<file path="config.mk">
export PLATFORM = sky130hd
export DESIGN_NAME = phase_chain_loader
export DESIGN_NICKNAME = d
export VERILOG_FILES = /design/src/rtl/phase_chain_loader_pkg.sv /design/src/rtl/phase_chain_loader_tick_gen.sv /design/src/rtl/phase_chain_loader.sv
export SDC_FILE = /design/constraint.sdc
export NUM_CORES = 1
export LEC_CHECK = 0
export CAP_MARGIN = 15
export CORE_ASPECT_RATIO = 2
export CORE_MARGIN = 2
export CORE_UTILIZATION = 55
export DETAILED_ROUTE_END_ITERATION = 8
export PLACE_DENSITY = 0.89
export SYNTH_ARGS = -nofsm -noshare
export SYNTH_HDL_FRONTEND = slang
export SYNTH_HIERARCHICAL = 1
export SYNTH_SLANG_ARGS = --single-unit
</file>
<file path="constraint.sdc">
create_clock -name clk -period 8.3 [get_ports clk]
set_input_delay 2.075 -clock clk [delete_from_list [all_inputs] [get_ports clk]]
set_output_delay 2.075 -clock clk [all_outputs]
set_load 0.02 [all_outputs]
</file>
<file path="src/rtl/phase_chain_loader_pkg.sv">
// Shared constants and FSM encoding for the phase chain loader.
// Imported by the loader top and its tick divider.
package phase_chain_loader_pkg;

  localparam int PH_W      = 4;
  localparam int STAGE_LEN = 5;

  typedef enum logic [1:0] {
    ST_IDLE  = 2'd0,
    ST_SHIFT = 2'd1,
    ST_DONE  = 2'd2
  } state_t;

endpackage

</file>
<file path="src/rtl/phase_chain_loader_tick_gen.sv">
// Shift-strobe divider: tick is high for one clk out of TICK_DIV.
// Ports: clk, rst_n, clr (restart period), run (count enable), tick.
module phase_chain_loader_tick_gen #(
  parameter int TICK_DIV = 4
) (
  input  logic clk,
  input  logic rst_n,
  input  logic clr,
  input  logic run,
  output logic tick
);

  localparam int CW = (TICK_DIV > 1) ? $clog2(TICK_DIV) : 1;
  localparam logic [CW-1:0] LAST = CW'(TICK_DIV - 1);

  logic [CW-1:0] cnt;
  logic [CW-1:0] nxt;

  assign nxt = (cnt == LAST) ? '0 : cnt + CW'(1);

  // tick is registered: it is loaded with the decode of the
  // counter value the next cycle will hold.
  always_ff @(posedge clk or negedge rst_n) begin
    if (!rst_n) begin
      cnt  <= '0;
      tick <= 1'b0;
    end else if (!run) begin
      cnt  <= '0;
      tick <= 1'b0;
    end else if (clr) begin
      cnt  <= '0;
      tick <= (LAST == '0);
    end else begin
      cnt  <= nxt;
      tick <= (nxt == LAST);
    end
  end

endmodule

</file>
<file path="src/rtl/phase_chain_loader.sv">
// Serialises N initial phases into the state_in chain and reads back
// the old contents. Ports: clk, rst_n, start, phases, ser_ret ->
// full_tick, ser_state_in, busy, done, rb_phases.
module phase_chain_loader
  import phase_chain_loader_pkg::*;
#(
  parameter int N_NEURONS = 4,
  parameter int TICK_DIV  = 4
) (
  input  logic                      clk,
  input  logic                      rst_n,
  input  logic                      start,
  input  logic [PH_W*N_NEURONS-1:0] phases,
  input  logic                      ser_ret,
  output logic                      full_tick,
  output logic                      ser_state_in,
  output logic                      busy,
  output logic                      done,
  output logic [PH_W*N_NEURONS-1:0] rb_phases
);

  localparam int L  = STAGE_LEN * N_NEURONS;
  localparam int W  = PH_W * N_NEURONS;
  localparam int BW = (L > 1) ? $clog2(L) : 1;
  localparam int NW = (N_NEURONS > 1) ? $clog2(N_NEURONS) : 1;
  localparam int AW = $clog2(W);

  state_t        state;
  logic [W-1:0]  shadow;
  logic [W-1:0]  rb_buf;
  logic [W-1:0]  rb_next;
  logic [BW-1:0] bit_idx;
  logic [2:0]    pos;
  logic [2:0]    pos_n;
  logic [NW-1:0] nrn;
  logic [NW-1:0] nrn_n;
  logic [AW-1:0] idx_c;
  logic [AW-1:0] idx_n;
  logic          ser_next;
  logic          accept;
  logic          last;
  logic          finish;
  logic          run;
  int            tmp_c;
  int            tmp_n;

  assign accept = (state == ST_IDLE) && start;
  assign last   = (bit_idx == BW'(L - 1));
  assign finish = (state == ST_SHIFT) && full_tick && last;
  assign run    = accept || ((state == ST_SHIFT) && !finish);

  phase_chain_loader_tick_gen #(
    .TICK_DIV(TICK_DIV)
  ) u_tick (
    .clk  (clk),
    .rst_n(rst_n),
    .clr  (accept),
    .run  (run),
    .tick (full_tick)
  );

  // pos is the slot within a 5-bit neuron frame (0 = pad),
  // nrn the neuron being sent; slot p carries phase bit 4-p.
  always_comb begin
    pos_n    = (pos == 3'd4) ? 3'd0 : pos + 3'd1;
    nrn_n    = (pos == 3'd4) ? nrn - NW'(1) : nrn;
    tmp_c    = int'(nrn) * PH_W + PH_W - int'(pos);
    tmp_n    = int'(nrn_n) * PH_W + PH_W - int'(pos_n);
    idx_c    = (pos == 3'd0) ? '0 : tmp_c[AW-1:0];
    idx_n    = (pos_n == 3'd0) ? '0 : tmp_n[AW-1:0];
    ser_next = (pos_n != 3'd0) && shadow[idx_n];
    rb_next  = rb_buf;
    if (pos != 3'd0) begin
      rb_next[idx_c] = ser_ret;
    end
  end

  always_ff @(posedge clk or negedge rst_n) begin
    if (!rst_n) begin
      state        <= ST_IDLE;
      shadow       <= '0;
      rb_buf       <= '0;
      rb_phases    <= '0;
      bit_idx      <= '0;
      pos          <= '0;
      nrn          <= '0;
      ser_state_in <= 1'b0;
      busy         <= 1'b0;
      done         <= 1'b0;
    end else begin
      done <= 1'b0;
      unique case (state)
        ST_IDLE: begin
          if (start) begin
            state        <= ST_SHIFT;
            shadow       <= phases;
            busy         <= 1'b1;
            bit_idx      <= '0;
            pos          <= '0;
            nrn          <= NW'(N_NEURONS - 1);
            ser_state_in <= 1'b0;
          end
        end
        ST_SHIFT: begin
          if (full_tick) begin
            rb_buf <= rb_next;
            if (last) begin
              state        <= ST_DONE;
              busy         <= 1'b0;
              done         <= 1'b1;
              ser_state_in <= 1'b0;
              rb_phases    <= rb_next;
            end else begin
              bit_idx      <= bit_idx + BW'(1);
              pos          <= pos_n;
              nrn          <= nrn_n;
              ser_state_in <= ser_next;
            end
          end
        end
        ST_DONE: begin
          state   <= ST_IDLE;
          bit_idx <= '0;
          pos     <= '0;
          nrn     <= '0;
        end
        default: begin
          state <= ST_IDLE;
        end
      endcase
    end
  end

endmodule

</file>
==> results_dict.tcl, run 1 <==
set metrics [dict create \
    outcome "completed" \
    vdd_ir_drop_max_mv 0.276 \
    synth_top_family_by_area "multiplexers" \
    numPortBuffers 39 \
    clk_pin_slew_worst_paths_ns 0.05 \
    vias_per_cell 5.79 \
    clock_tree.root_cell "clkbuf_16" \
    power_mw 1.75 \
    syn_area_um2 3350 \
    io_pins 40 \
    fmax_mhz 287 \
    synthAdderAreaFrac_pct 3.37 \
    grt_pass1_vias 2615 \
    cts_sinks 66 \
    critPathTopFamily "buffers and inverters" \
    cp.buffers_inverters 1 \
    maxSlewHeadroom_pct 30.2 \
    yosys_warnings 6 \
    routed_wl_um 7360 \
    cp_data_arrival_time_ns 1.41 \
    crit_fanout 5 \
    synthCells 314 \
    ant_nets 0 \
    async_reset_ff_share_pct 100 \
    period_share_pct 41.9 \
    grt_use_total_pct 24.5 \
    grt_max_degree 67 \
    die_height_um 114 \
    dp_hpwl_um 5190 \
    stdcell_count 417 \
    timing.final.ws_setup_ns 4.82 \
    post_cts_buffers 0 \
    clock_latency_ns 0.33 \
    synth_compound_area_share_pct 7.55 \
    post-route-util_pct 67.6 \
    placedCellCount 402 \
    dieArea_um2 6760 \
    finalHoldViolations 0 \
    via_count 2416 \
    grt_pass1_wl_um 12100 \
    drive_above_1_share_pct 18.1 \
    cts_made_buffers 9 \
    cpPeakStageDelay_ns 0.64 \
    overflow 0 \
    cts_hold_buf 0 \
    rsz0062_at_grt "false" \
    cts_tree "done" \
    synthToLayoutAreaGrowth_pct 20.3 \
    critPathRequiredTime_ns 6.23 \
    setup_tns_ns 0 \
    clock-skew-final_ns 0.00682 \
    setup_viol 0 \
    cts-resized-gates 0 \
    cts_max_path_buffers 2 \
    min_from "rb_phases[11]$_DFFE_PN0P_" \
    tightest_slew_ns 1.04 \
    drc 0 \
    drtIter0Drc 88 \
    yosys_most_used_dff "dfrtp_1" \
    coreArea_um2 5960 \
    crit_path_end_kind "primary output" \
    ys_types 42 \
    yosysSeqAreaShare_pct 49.4 \
    diodes 0 \
    avgSynthCellArea_um2 10.7 \
    die_width_um 59.2 \
    slew_violations 0 \
    max-cap-violations 0 \
    place_ws_ns 4.66 \
    cp_slowest_cell "clkdlybuf4s50_1" \
    globalplace.congestion 0.884 \
    path_class "reg -> out" \
    cp-start-kind "flip-flop" \
    start_util_pct 56.2 \
    p_leak_nw 1.80 \
    wire_per_inst_um 17.7 \
    worstPathCellList "clkdlybuf4s50_1" \
    synth-edff-count 0 \
    min_path_type "reg -> reg" \
    startpoint "u_tick/tick$_DFF_PN0_" \
    synth_simple_gate_area_share_pct 16.7 \
    synth_nets 343 \
    num-nets-final 379 \
    synth_seq_cells 66 \
    htree_levels 3 \
    yosys-mux-area-fraction_pct 17.4 \
    r2r-start "pos[0]$_DFFE_PN0P_" \
    period_minus_slack_ns 3.48 \
    antenna_found_initial 0 \
    cellPowerDensity_nw_per_um2 436 \
    fp-row-count 40 \
    first_pass_iters 4 \
    synth_xor_area_share_pct 2.32 \
]
==> synthesized netlist by cell type (5+ instances only) <==
master / number / area, µm²
clkbuf_1: 10 / 37.5
dfrtp_1: 66 / 1650
ha_1: 9 / 113
nor3_1: 5 / 25.0
mux2i_1: 20 / 200
mux2_2: 34 / 383
inv_1: 10 / 37.5
nand2b_1: 5 / 31.3
nand2_1: 36 / 135
nand3_1: 6 / 30.0
nor2_1: 34 / 128
o21ai_0: 21 / 105
==> worst paths after layout <==
kind,end,slack [ns],cells after the start
worst min-delay path,rb_phases[11]$_DFFE_PN0P_,0.48,2
worst max-delay path,full_tick,4.82,1
min in group asynchronous,shadow[14]$_DFFE_PN0P_,1.92,2
worst min register to register,rb_phases[11]$_DFFE_PN0P_,0.48,2
worst max register to register,ser_state_in$_DFFE_PN0P_,4.92,11
max in group asynchronous,rb_buf[9]$_DFFE_PN0P_,5.84,2
==> power by group <==
part / internal [mW] / switching (mW)
registers: 0.450 / 0.0975
logic: 0.388 / 0.473
clock network: 0.216 / 0.129
total: 1.05 / 0.700
==> area by class of cell <==
class / count / area (µm²)
Fill cell: 446 / 1930
Clock inverter: 2 / 12.5
Inverter: 10 / 37.5
Timing Repair Buffer: 41 / 400
Sequential cell: 66 / 1650
Clock buffer: 13 / 260
Tap cell: 63 / 78.8
Multi-Input combinational cell: 222 / 1580
==> routing by layer <==
layer	up-vias	wire length, µm	GRT usage (%)
met1	1176	2710	25.1
met3	24	200	4.18
met5	-	0	0
li1	1154	-	-
met4	0	313	17.4
met2	62	4140	43.0
==> layout by cell type, fill, tap and decap left out, types with 3 or more instances in the layout <==
cell type	count
a21oi_1	3
o21ai_1	4
dfrtp_1	66
clkbuf_16	9
clkdlybuf4s50_1	38
nand3b_1	3
nor2_2	3
nand3_1	6
mux2i_1	20
nand2b_1	5
nor3_1	5
xor2_1	4
and3b_1	3
o21ai_0	21
mux2_2	34
inv_1	10
o221ai_1	4
ha_1	9
nand4_1	4
nor2_1	34
nand2_1	36
==> registers in the layout, indices dropped and copies added, names as in the netlist <==
register      flops
bit_idx           5
busy              1
done              1
nrn               2
pos               3
rb_buf           16
rb_phases        16
ser_state_in      1
shadow           16
state             2
u_tick/cnt        2
u_tick/tick       1
==> logic make-up (layout without fill, tap and decap cells) <==
family	count (synthesis)	in the layout
AO/OA/AOI/OAI	40	40
buffers and inverters	26	66
XOR/XNOR	7	7
flip-flops	66	66
multiplexers	54	54
adder cells (fa/ha/maj)	9	9
AND/OR/NAND/NOR	112	112
==> metrics by stage <==
step	hold slack, ns	instance area (µm²)
2_1_floorplan	0.449	3350
3_3_place_gp	0.462	3750
3_5_place_dp	0.473	3750
4_1_cts	0.484	4030
5_1_grt	0.507	4030
6_report	0.477	4030
(Power assumes the default switching activity.)
==> run 2, diff against run 1 <==
Settings changed: CORE_UTILIZATION 55 to 50, PLACE_DENSITY 0.89 to 0.86.
Clock period 8.3 ns to 3.15 ns, I/O delays scaled along.
==> run 2 against run 1 <==
Worst hold slack got worse by 0.0012 ns. Clock skew decreased by 0.0015 ns. Via count increased by 0.75%. Register-to-register slack got worse by 4.5 ns. Sequential share of layout area decreased by 0.89 points. Non-clock buffer count increased by 4. Global-route usage decreased by 2.3 points. Sequential power increased to 2.6 times the previous value. Critical path type is now reg -> reg. Highest routed layer unchanged.
==> results_dict.tcl, run 2 (synthesis results as in run 1) <==
set metrics [dict create \
    cpPeakStageDelay_ns 0.37 \
    grt_pass1_vias 2611 \
    ant_nets 0 \
    start_util_pct 50.9 \
    largestRegisters "rb_buf x16, rb_phases x16, shadow x16" \
    p_sw_share_pct 39.0 \
    cts_max_path_buffers 2 \
    grt_max_degree 36 \
    clock_latency_ns 0.33 \
    period_share_pct 88.1 \
    power_frac_seq_pct 30.1 \
    p_switching_mw 1.83 \
    numPortBuffers 39 \
    fillers 510 \
    cts_sinks 66 \
    rsz0062_at_grt "false" \
    grt_use_total_pct 22.3 \
    htree_levels 3 \
    clk_pin_slew_worst_paths_ns 0.05 \
    post-route-util_pct 62.6 \
    cts_made_buffers 9 \
    fp-row-count 42 \
    combPwrFrac_pct 49.0 \
    diodes 0 \
    cp_slowest_cell "ha_1" \
    p_clk_share_pct 20.9 \
    die_height_um 120 \
    drc 0 \
    dp_hpwl_um 5560 \
    finalHoldViolations 0 \
    path_class "reg -> reg" \
    outcome "completed" \
    synthToLayoutAreaGrowth_pct 23.0 \
    drive_above_1_share_pct 19.8 \
    io_pins 40 \
    cellPowerDensity_nw_per_um2 1140 \
    routed_wl_um 7300 \
    antenna_found_initial 0 \
    fmax_mhz 361 \
    max-cap-violations 0 \
    setup_tns_ns 0 \
    tightest_slew_ns 1.03 \
    clock-skew-final_ns 0.00532 \
    wire_per_inst_um 16.3 \
    cp-start-kind "flip-flop" \
    dieArea_um2 7400 \
    overflow 0 \
    crit_path_end_kind "flip-flop" \
    critPathRequiredTime_ns 3.38 \
    worstPathCellList "inv_1, ha_1, a21oi_2, inv_1, ha_1, ha_1, inv_1, a31oi_2, o221ai_1, and3_1, o41ai_2" \
    drtIter0Drc 66 \
    power.internal_mw 2.85 \
    setup_viol 0 \
    layout_commonest_cell "dfrtp_1" \
    critPathTopFamily "compound AO/OA/AOI/OAI gates" \
    vias_per_cell 5.45 \
    reg2regPathDepth 11 \
    via_count 2434 \
    crit_fanout 9 \
    cts_tree "done" \
    cp_data_arrival_time_ns 3.00 \
    coreArea_um2 6570 \
    cp.buffers_inverters 3 \
    grt_pass1_wl_um 11900 \
    clock_tree.root_cell "clkbuf_16" \
    first_pass_iters 4 \
    maxSlewHeadroom_pct 31.2 \
    p_leak_nw 1.84 \
    period_minus_slack_ns 2.77 \
    slew_violations 0 \
    cts_hold_buf 0 \
    num-nets-final 383 \
    cp_num_cells 11 \
    globalplace.congestion 0.876 \
    vdd_ir_drop_max_mv 0.425 \
    min_path_type "reg -> reg" \
    die_width_um 61.8 \
    layout_common_cells "dfrtp_1 (66), clkdlybuf4s50_1 (38), nand2_1 (36), nor2_1 (34), mux2_2 (34)" \
    hold_depth 1 \
]
## run 2: final timing paths
kind / startpoint / end / slack, ns
min: busy$_DFFE_PN0P_ / busy$_DFFE_PN0P_ / 0.48
max: pos[0]$_DFFE_PN0P_ / ser_state_in$_DFFE_PN0P_ / 0.38
min in group asynchronous: rst_n / shadow[6]$_DFFE_PN0P_ / 0.52
max reg2reg: pos[0]$_DFFE_PN0P_ / ser_state_in$_DFFE_PN0P_ / 0.38
min reg2reg: busy$_DFFE_PN0P_ / busy$_DFFE_PN0P_ / 0.48
max in group asynchronous: rst_n / busy$_DFFE_PN0P_ / 1.89
## run 2: final cells by class
type / instances / area (µm²) / share of cell area [%]
Tap cell: 88 / 110 / 2.68
Timing Repair Buffer: 45 / 430 / 10.5
Clock inverter: 5 / 53.8 / 1.31
Multi-Input combinational cell: 222 / 1590 / 38.6
Clock buffer: 11 / 243 / 5.90
Sequential cell: 66 / 1650 / 40.1
Inverter: 10 / 37.5 / 0.912
## run 2: power groups by stage
stage	logic [mW]	registers [mW]	clock network (mW)
floorplan	1.64	1.45	0
detailed placement	2.28	1.42	0
finish	2.29	1.41	0.979
global placement	2.20	1.40	0
CTS	2.30	1.41	0.998
global route	2.53	1.45	1.03
## run 2: per-stage QoR
stage	total power [mW]	setup slack [ns]	instance area, µm²	hold slack, ns	std cells
6_report	4.68	0.376	4110	0.476	447
5_1_grt	5.01	0.152	4110	0.502	447
4_1_cts	4.70	0.267	4110	0.483	447
3_5_place_dp	3.70	0.296	3810	0.472	431
3_3_place_gp	3.60	0.542	3810	0.460	431
2_1_floorplan	3.09	0.151	3350	0.449	314
## run 2: timing repair
item | 4_1_cts | 5_1_grt
setup endpoints to repair | 0 | 1
resized for setup | 0 | 1
buffers inserted | 0 | 0
## run 2: routing by layer
metal  GRT usage [%]  part of all wire (%)  up-vias
li1                -                     -     1168
met1            20.5                    34     1172
met2            39.5                    57       65
met3            5.71                   3.2       29
met4            14.5                   6.0        0
met5               0                     0        -
